==> src/rtl/axi_beat_scoreboard.sv <==
// Passive AXI4 beat scoreboard: pairs upstream (m_) and downstream (s_) R/W beats in order and
// counts matches/mismatches. Define AXI_SCB_TIMEOUT_EN to build the unmatched-beat timeout.
module axi_beat_scoreboard #(
    parameter int unsigned DATA_W      = 32,
    parameter int unsigned ID_W        = 4,
    parameter int unsigned DEPTH       = 16,
    parameter int unsigned CNT_W       = 32,
    parameter int unsigned TIMEOUT_CYC = 1024
) (
    input  logic                  aclk,
    input  logic                  aresetn,
    input  logic                  m_rvalid,
    input  logic                  m_rready,
    input  logic                  m_rlast,
    input  logic [DATA_W-1:0]     m_rdata,
    input  logic [ID_W-1:0]       m_rid,
    input  logic [1:0]            m_rresp,
    input  logic                  m_wvalid,
    input  logic                  m_wready,
    input  logic                  m_wlast,
    input  logic [DATA_W-1:0]     m_wdata,
    input  logic [DATA_W/8-1:0]   m_wstrb,
    input  logic                  s_rvalid,
    input  logic                  s_rready,
    input  logic                  s_rlast,
    input  logic [DATA_W-1:0]     s_rdata,
    input  logic [ID_W-1:0]       s_rid,
    input  logic [1:0]            s_rresp,
    input  logic                  s_wvalid,
    input  logic                  s_wready,
    input  logic                  s_wlast,
    input  logic [DATA_W-1:0]     s_wdata,
    input  logic [DATA_W/8-1:0]   s_wstrb,
    input  logic                  clr,
    output logic [CNT_W-1:0]      cmp_cnt,
    output logic [CNT_W-1:0]      err_cnt,
    output logic                  err_pulse,
    output logic [1:0]            err_chan,
    output logic [1:0]            ovf,
    output logic [1:0]            tmo,
    output logic                  busy
);
    localparam int unsigned RW = DATA_W + ID_W + 3;
    localparam int unsigned WW = DATA_W + DATA_W / 8 + 1;
    localparam int unsigned EW = (RW > WW) ? RW : WW;
    localparam int unsigned AW = $clog2(DEPTH);
    localparam logic [AW-1:0] PTR_ONE  = 1;
    localparam logic [AW:0]   CNT_ONE  = 1;
    localparam logic [AW:0]   CNT_FULL = (AW + 1)'(DEPTH);

    // FIFO index: 0 = m W, 1 = s W, 2 = m R, 3 = s R; channel 0 = W, channel 1 = R.
    logic [EW-1:0] mem_q [4][DEPTH];
    logic [EW-1:0] wr_data [4];
    logic [EW-1:0] head [4];
    logic [AW-1:0] wptr_q [4], wptr_d [4], rptr_q [4], rptr_d [4];
    logic [AW:0]   fcnt_q [4], fcnt_d [4];
    logic [3:0]    push, pop, we, nempty, full;
    logic [1:0]    pop_ch, mis, ovf_set, n_cmp, n_mis;

    logic [1:0]       cmp_vld_q, cmp_vld_d, err_chan_q, err_chan_d, ovf_q, ovf_d;
    logic             err_pulse_q, err_pulse_d;
    logic [CNT_W-1:0] cmp_cnt_q, cmp_cnt_d, err_cnt_q, err_cnt_d;

    function automatic logic [CNT_W-1:0] sat_add(input logic [CNT_W-1:0] a, input logic [1:0] b);
        logic [CNT_W:0] s;
        s = {1'b0, a} + (CNT_W + 1)'(b);
        return s[CNT_W] ? '1 : s[CNT_W-1:0];
    endfunction

    assign push = {s_rvalid & s_rready, m_rvalid & m_rready, s_wvalid & s_wready,
                   m_wvalid & m_wready};

    always_comb begin
        for (int i = 0; i < 4; i++) wr_data[i] = '0;
        wr_data[0][WW-1:0] = {m_wdata, m_wstrb, m_wlast};
        wr_data[1][WW-1:0] = {s_wdata, s_wstrb, s_wlast};
        wr_data[2][RW-1:0] = {m_rdata, m_rid, m_rresp, m_rlast};
        wr_data[3][RW-1:0] = {s_rdata, s_rid, s_rresp, s_rlast};
    end

    always_comb begin
        for (int i = 0; i < 4; i++) begin
            nempty[i] = fcnt_q[i] != '0;
            full[i]   = fcnt_q[i] == CNT_FULL;
            head[i]   = mem_q[i][rptr_q[i]];
        end
        for (int c = 0; c < 2; c++) begin
            pop_ch[c]    = nempty[2*c] && nempty[2*c+1];
            pop[2*c]     = pop_ch[c];
            pop[2*c+1]   = pop_ch[c];
            mis[c]       = pop_ch[c] && (head[2*c] != head[2*c+1]);
            // A pop frees a slot in the same cycle, so a push into a full FIFO is kept then.
            ovf_set[c]   = (push[2*c] && full[2*c] && !pop[2*c]) ||
                           (push[2*c+1] && full[2*c+1] && !pop[2*c+1]);
        end
        for (int i = 0; i < 4; i++) begin
            we[i]     = push[i] && (!full[i] || pop[i]) && !clr;
            wptr_d[i] = wptr_q[i];
            rptr_d[i] = rptr_q[i];
            fcnt_d[i] = fcnt_q[i];
            if (clr) begin
                wptr_d[i] = '0;
                rptr_d[i] = '0;
                fcnt_d[i] = '0;
            end else begin
                if (we[i])  wptr_d[i] = wptr_q[i] + PTR_ONE;
                if (pop[i]) rptr_d[i] = rptr_q[i] + PTR_ONE;
                case ({we[i], pop[i]})
                    2'b10:   fcnt_d[i] = fcnt_q[i] + CNT_ONE;
                    2'b01:   fcnt_d[i] = fcnt_q[i] - CNT_ONE;
                    default: fcnt_d[i] = fcnt_q[i];
                endcase
            end
        end
        n_cmp       = {1'b0, pop_ch[0]} + {1'b0, pop_ch[1]};
        n_mis       = {1'b0, mis[0]} + {1'b0, mis[1]};
        cmp_vld_d   = clr ? 2'b00 : pop_ch;
        err_chan_d  = clr ? 2'b00 : mis;
        err_pulse_d = !clr && (|mis);
        cmp_cnt_d   = clr ? '0 : sat_add(cmp_cnt_q, n_cmp);
        err_cnt_d   = clr ? '0 : sat_add(err_cnt_q, n_mis);
        ovf_d       = clr ? 2'b00 : (ovf_q | ovf_set);
    end

    always_ff @(posedge aclk) begin
        for (int i = 0; i < 4; i++) begin
            if (we[i]) mem_q[i][wptr_q[i]] <= wr_data[i];
        end
    end

    always_ff @(posedge aclk or negedge aresetn) begin
        if (!aresetn) begin
            for (int i = 0; i < 4; i++) begin
                wptr_q[i] <= '0;
                rptr_q[i] <= '0;
                fcnt_q[i] <= '0;
            end
            cmp_vld_q   <= 2'b00;
            err_chan_q  <= 2'b00;
            err_pulse_q <= 1'b0;
            cmp_cnt_q   <= '0;
            err_cnt_q   <= '0;
            ovf_q       <= 2'b00;
        end else begin
            for (int i = 0; i < 4; i++) begin
                wptr_q[i] <= wptr_d[i];
                rptr_q[i] <= rptr_d[i];
                fcnt_q[i] <= fcnt_d[i];
            end
            cmp_vld_q   <= cmp_vld_d;
            err_chan_q  <= err_chan_d;
            err_pulse_q <= err_pulse_d;
            cmp_cnt_q   <= cmp_cnt_d;
            err_cnt_q   <= err_cnt_d;
            ovf_q       <= ovf_d;
        end
    end

`ifdef AXI_SCB_TIMEOUT_EN
    localparam int unsigned TW = $clog2(TIMEOUT_CYC + 1);
    localparam logic [TW-1:0] TMO_LIM = TW'(TIMEOUT_CYC);
    localparam logic [TW-1:0] TMO_ONE = 1;
    logic [TW-1:0] tcnt_q [2], tcnt_d [2];
    logic [1:0]    tmo_q, tmo_d;

    // Counts only while one side is waiting for its partner; saturates at the limit.
    always_comb begin
        for (int c = 0; c < 2; c++) begin
            tcnt_d[c] = tcnt_q[c];
            tmo_d[c]  = tmo_q[c];
            if (clr) begin
                tcnt_d[c] = '0;
                tmo_d[c]  = 1'b0;
            end else if (nempty[2*c] ^ nempty[2*c+1]) begin
                if (tcnt_q[c] != TMO_LIM) tcnt_d[c] = tcnt_q[c] + TMO_ONE;
                if (tcnt_d[c] == TMO_LIM) tmo_d[c] = 1'b1;
            end else begin
                tcnt_d[c] = '0;
            end
        end
    end

    always_ff @(posedge aclk or negedge aresetn) begin
        if (!aresetn) begin
            tcnt_q[0] <= '0;
            tcnt_q[1] <= '0;
            tmo_q     <= 2'b00;
        end else begin
            tcnt_q[0] <= tcnt_d[0];
            tcnt_q[1] <= tcnt_d[1];
            tmo_q     <= tmo_d;
        end
    end

    assign tmo = tmo_q;
`else
    assign tmo = 2'b00;
`endif

    assign cmp_cnt   = cmp_cnt_q;
    assign err_cnt   = err_cnt_q;
    assign err_pulse = err_pulse_q;
    assign err_chan  = err_chan_q;
    assign ovf       = ovf_q;
    assign busy      = (|nempty) || (|cmp_vld_q);
endmodule
==> config.mk <==
export PLATFORM = sky130hd
export DESIGN_NAME = axi_beat_scoreboard
export DESIGN_NICKNAME = d
export VERILOG_FILES = /design/src/rtl/axi_beat_scoreboard.sv
export SDC_FILE = /design/constraint.sdc
export NUM_CORES = 2
export LEC_CHECK = 0
export ABC_AREA = 1
export CAP_MARGIN = 0
export CORE_MARGIN = 4
export CORE_UTILIZATION = 30
export CTS_BUF_LIST = sky130_fd_sc_hd__clkbuf_8
export CTS_CLUSTER_DIAMETER = 60
export DETAILED_ROUTE_END_ITERATION = 10
export PLACE_DENSITY = 0.54
export RECOVER_POWER = 50
export SYNTH_ARGS = -nofsm -noshare
export SYNTH_HDL_FRONTEND = slang
export SYNTH_SLANG_ARGS = --single-unit
==> constraint.sdc <==
create_clock -name aclk -period 4.75 [get_ports aclk]
set_clock_uncertainty 0.15 [all_clocks]
set_input_delay 0.95 -clock aclk [delete_from_list [all_inputs] [get_ports aclk]]
set_output_delay 0.95 -clock aclk [all_outputs]
set_load 0.005 [all_outputs]
**Word level (Yosys, flattened, before mapping)**

Memories as Yosys holds them, arrays and structs flattened.
Cells that the tools add are included.

- Magnitude comparators: 12
- Reduce and logical (&&, ||, !) cells: 56
- Multiplexer cells: 59
- Equal/unequal tests: 14
- Bitwise operators: 13
- Add/sub/neg operators: 20

Operators with widths:

| kind | count |
|---|---|
| $mux 624 | 4 |
| $bmux 39 s4 | 4 |
| $demux 39 s4 | 4 |
| $mux 39 | 12 |
| $mux 32 | 4 |
| $ne 39x39->1 | 2 |
| $add 32x2->33 | 2 |
| $mux 4 | 16 |
| $ge 5x5->1 const B | 8 |
| $not 4->5 | 8 |
| $pmux 5 s2 | 4 |
| $add 4x1->4 const B | 8 |
| $logic_and 1x1->1 | 25 |
| $add 5x1->5 const B | 4 |
| $eq 5x5->1 const B | 4 |
| $lt 5x1->1 const B | 4 |
| $mux 5 | 4 |
| $reduce_bool 5->1 | 4 |
| $sub 5x1->5 const B | 4 |
| $reduce_bool 2->1 | 6 |
| $reduce_bool 3->1 | 4 |
| $eq 2x1->1 const B | 4 |
| $eq 2x2->1 const B | 4 |
| $logic_not 1->1 | 7 |
| other kinds (8) | 24 |

- Memories kept: 1
- Input bits: 163
- Output and inout port bits: 72
- Flip-flop bits (word level): 123
- Bits in writable memories: 2496
- Logic and storage cells: 193

Memories:

| memory | depth | bits a word | rd ports | clocked after Yosys merged registers in | write ports | RTL line | source |
|---|---|---|---|---|---|---|---|
| mem_q | 4 | 624 | 4 | 0 | 4 | 52 | `logic [EW-1:0] mem_q [4][DEPTH];` |

**Logic depth before layout (Yosys ltp)**

- Word-level depth: 10
- Gate-level depth with buffers: 35
- Mapped depth without buffers: 32

**Worst setup path before layout**

Ideal clock, no wire load.

- Path kind: input -> register
- Start: in clr
- End: mem mem_q[2][312] (netlist name), enable pin
- Required time: 4.116 ns
- Cell stages on the path: 4
- Path slack: 0.021 ns
- Setup time: 0.484 ns
- Path buffers: 1
- Arrival time: 4.096 ns
- Cells stage by stage: clkbuf_1 > inv_1 > nand2_1 > nor3_1

RTL lines:

| item | RTL line | source |
|---|---|---|
| start: declaration | 34 | `input logic clr,` |
| end: declaration | 52 |  |

**Worst setup path after layout**

- Start: reg rptr_q[8] (netlist name)
- End: reg err_cnt_q[30] (netlist: err_cnt[30])

- Longest elaborated chain between the ends: 10

RTL lines:

| item | RTL line | source |
|---|---|---|
| start: declaration | 55 | `logic [AW-1:0] wptr_q [4], wptr_d [4], rptr_q [4], rptr_d [4];` |
| start signal: indexed assignment | 147 | `rptr_q[i] <= rptr_d[i];` |
| $not 4->5 (not written as such) | 85 | `head[i] = mem_q[i][rptr_q[i]];` |
| $bmux 39 s4 | 85 |  |
| $mux 39 (not written as such) (2 in series) | 85 |  |
| $ne 39x39->1 | 91 | `mis[c] = pop_ch[c] && (head[2*c] != head[2*c+1]);` |
| $logic_and 1x1->1 | 91 |  |
| $add 1x1->2 | 116 | `n_mis = {1'b0, mis[0]} + {1'b0, mis[1]};` |
| $add 32x2->33 | 66 | `s = {1'b0, a} + (CNT_W + 1)'(b);` |
| $mux 32 | 67 | `return s[CNT_W] ? '1 : s[CNT_W-1:0];` |
| $mux 32 | 121 | `err_cnt_d = clr ? '0 : sat_add(err_cnt_q, n_mis);` |
| named net err_cnt_d[30] | 62 | `logic [CNT_W-1:0] cmp_cnt_q, cmp_cnt_d, err_cnt_q, err_cnt_d;` |
| end signal: assignment | 154 | `err_cnt_q <= err_cnt_d;` |
| end: declaration | 62 |  |

The timed path passes the listed nets, and every way through them passes these cells. The select of a mux whose other input is x is not followed.
A chain may end at the register's enable or synchronous reset.

==> run metrics <==
TritonCTS clock tree=built; pwr/cell area=about 490 nW/um2; Worst Path Buf+Inv=8; period utilization=0.958; fraction of power spent switching nets=0.335; critical path's slowest cell=dfrtp_4; layout cell share with drive strength beyond 1=0.146; design area=~130000 um2; failing checks=capacitance limit, slew limit; clk_lat worst skew=1.02 ns; endpoints failing hold=0; Synth Warn #=0; CP most frequent cell=nand2_1; port buffer count=approximately 230; Initial Utilization=0.302; main combinational cell family by area after synthesis=simple AND/OR/NAND/NOR gates; post-synthesis simple-gate area fraction=0.181; CTS Buf Count=approximately 410; Post-synth top flop=edfxtp_1; Net Switching=0.0214 W; Yosys top cell by area=edfxtp_1; minimum clock period=approximately 4.5 ns; Clock transition at path regs=approximately 0.060 ns; post-DR wirelength/cell=~21 um; Post-Synth Adder-Cell Area=0.00516; Post-synth EDFFs=approximately 2.4k; crit path launch type=register; Total Wirelength=between 300000 and 400000 um; core region area=350000 um2; Mean Syn Cell Area=about 11 um2; placer congestion estimate=between 0.8 and 0.9; Setup crit end kind=register; global route total overflow=0; final core utilization=0.371; Worst path max stage delay=around 0.64 ns; Hold Startpoint=clr; Max Clk Rate=approximately 0.22 GHz; Yosys reg bits=around 2.6k; DR vias=slightly above 70k; Post-synth top cells=nand2_1, edfxtp_1, nor2_1; clock power share=0.284; Post-Syn Area=about 110000 um2; unrepaired setup endpoints after global routing=true; Synth area leaders=edfxtp_1, nand2_1, nor2_1; initial antenna violation count=about 110; cell row count=between 200 and 250; Fill cells=around 34k; Compound-Gate Fraction of Synth Area=0.0486; GRT Util Overall=0.169; Placed Area=119000 um2; WP data arrival=around 5.3 ns; initial DRC count=6643; H-Tree Depth=5; synth unique cells=40; first-pass GRT wire length=approximately 460000 um; leakage power=between 40 and 50 nW; drt drc=0; nets@finish=10.4k; hpwl dp=about 190000 um; chip height=around 600 um; Req. time, crit path=between 5 and 6 ns; sequential share of the synthesized area=0.720; # IOs=~240; number of global-route vias before repair=~70k; Slew Limit Fails=around 110; Area Overhead vs Synth=22.9%; # Max-Cap Violations=1; first-pass iteration count of the detailed router=5; CP Launch Point=rptr_q[8]; Cells after Synth=approximately 9.4k; ANT nets after route=0; Async SR Flop Fraction=0.0481; outcome=finished, violations left; Reg-to-Reg Start=rptr_q[8]; Hold WC Path Type=in2reg; Vias/cell=between 4 and 5; critical path class=reg2reg; CTS sink cnt=between 2k and 3k; met2 wire length=151000 um; Comb pwr share=0.322; Total Die Area=~360000 um2; worst-path fanout max=7; Synth top area share=0.691; WL met1=about 140000 um; XOR/XNOR Fraction of Synth Area=0.00646; register share of total power=0.394; die extent in x=around 600 um; largest net degree at the start of global routing=between 100 and 150; Setup-failing EPs final=0; met3 WL post-DR=21800 um; Worst-Margin Slew=roughly 2 ns; clock root buffer=clkbuf_8; Slew headroom=-0.343; count leader, synth=nand2_1; top routing layer in use=met5; crit-path leading delay family=simple AND/OR/NAND/NOR gates; mux cell area share after synthesis=0; worst vdd ir=between 0.2 and 0.3 mV; Int Pwr=0.0426 W; clock buffer depth=4
-- through the flow --
step / setup WS, ns / hold WS, ns / power [W] / TNS (ns) / instances
2_1_floorplan: 0.0206 / 0.338 / 0.0353 / 0 / 9357
3_3_place_gp: -0.740 / 0.403 / 0.0436 / -17.04 / 14300
3_5_place_dp: -0.603 / 0.422 / 0.0438 / -14.12 / 14300
4_1_cts: 0.00238 / 0.109 / 0.0627 / 0 / 15100
5_1_grt: -0.0450 / 0.197 / 0.0673 / -0.266 / 15200
6_report: 0.201 / 0.240 / 0.0640 / 0 / 15200
-- layer usage --
metal  GRT usage  vias up
li1            -    33900
met4      0.0556       10
met2       0.272     2519
met3      0.0256      592
met1       0.233    35700
met5           0        -
-- timing repair --
item,CTS,global route
hold buffers,1,0
gates resized for setup,93,312
pin swaps,19,80
setup endpoints to repair,32,32
hold endpoints to repair,31,0
setup buffers,20,49
gates cloned,9,35
-- area by class of cell --
type | count | area, um2 | share of cell area
flip-flops and latches | 2555 | 76100 | 0.586
multi-input cells | 5859 | 26800 | 0.206
repair buffers | 928 | 11500 | 0.0886
clock buffers | 423 | 5820 | 0.0448
well taps | 4599 | 5750 | 0.0443
clock inverters | 324 | 1910 | 0.0147
inverters | 461 | 1800 | 0.0139
diodes | 45 | 113 | 0.000867
repair inverters | 4 | 42.5 | 0.000328
-- placed cells by master, fill, tap and decap left out, drive strengths merged, types with 20 or more instances in the layout --
master and instances:
nor2 1088, inv 573, bufinv 20, xor2 33, a21oi 331, ha 34, nor3 40, dfrtp 123
o211ai 118, diode 45, clkdlybuf4s50 78, buf 661, nand3 759, dlygate4sd3 153, clkbuf 457, edfxtp 2432
nand2 2852, clkinv 186, o21ai 480, xnor2 45
-- power by group through the flow --
stage	clock, W	sequential (W)	combinational, W
5_1_grt	0.0197	0.0252	0.0224
3_3_place_gp	0	0.0256	0.0180
6_report	0.0182	0.0252	0.0206
2_1_floorplan	0	0.0255	0.00977
3_5_place_dp	0	0.0257	0.0181
4_1_cts	0.0186	0.0252	0.0189
-- kinds of logic after synthesis --
group                    after synthesis
AND/OR/NAND/NOR                     4781
buffers and inverters                943
other                                  1
XOR/XNOR                              78
AO/OA/AOI/OAI                        958
flip-flops                          2555
adder cells (fa/ha/maj)               40
-- final timing paths --
path                                to  slack [ns]  cells after the start
min                         err_cnt[1]        0.24                      2
min in group asynchronous   err_cnt[2]        0.55                      2
min reg2reg                 fcnt_q[12]        0.44                      2
max in group asynchronous   rptr_q[12]        0.94                      3
max                        err_cnt[30]        0.20                     29
max reg2reg                err_cnt[30]        0.20                     29
-- sequential cells by signal (all words and copies together), names as in the netlist --
register	flops
cmp_vld_q	2
wptr_q	16
err_chan	2
rptr_q	16
fcnt_q	20
ovf	2
err_pulse	1
cmp_cnt	32
mem_q	2432
err_cnt	32
No activity file was read; power rests on OpenSTA's default activity.
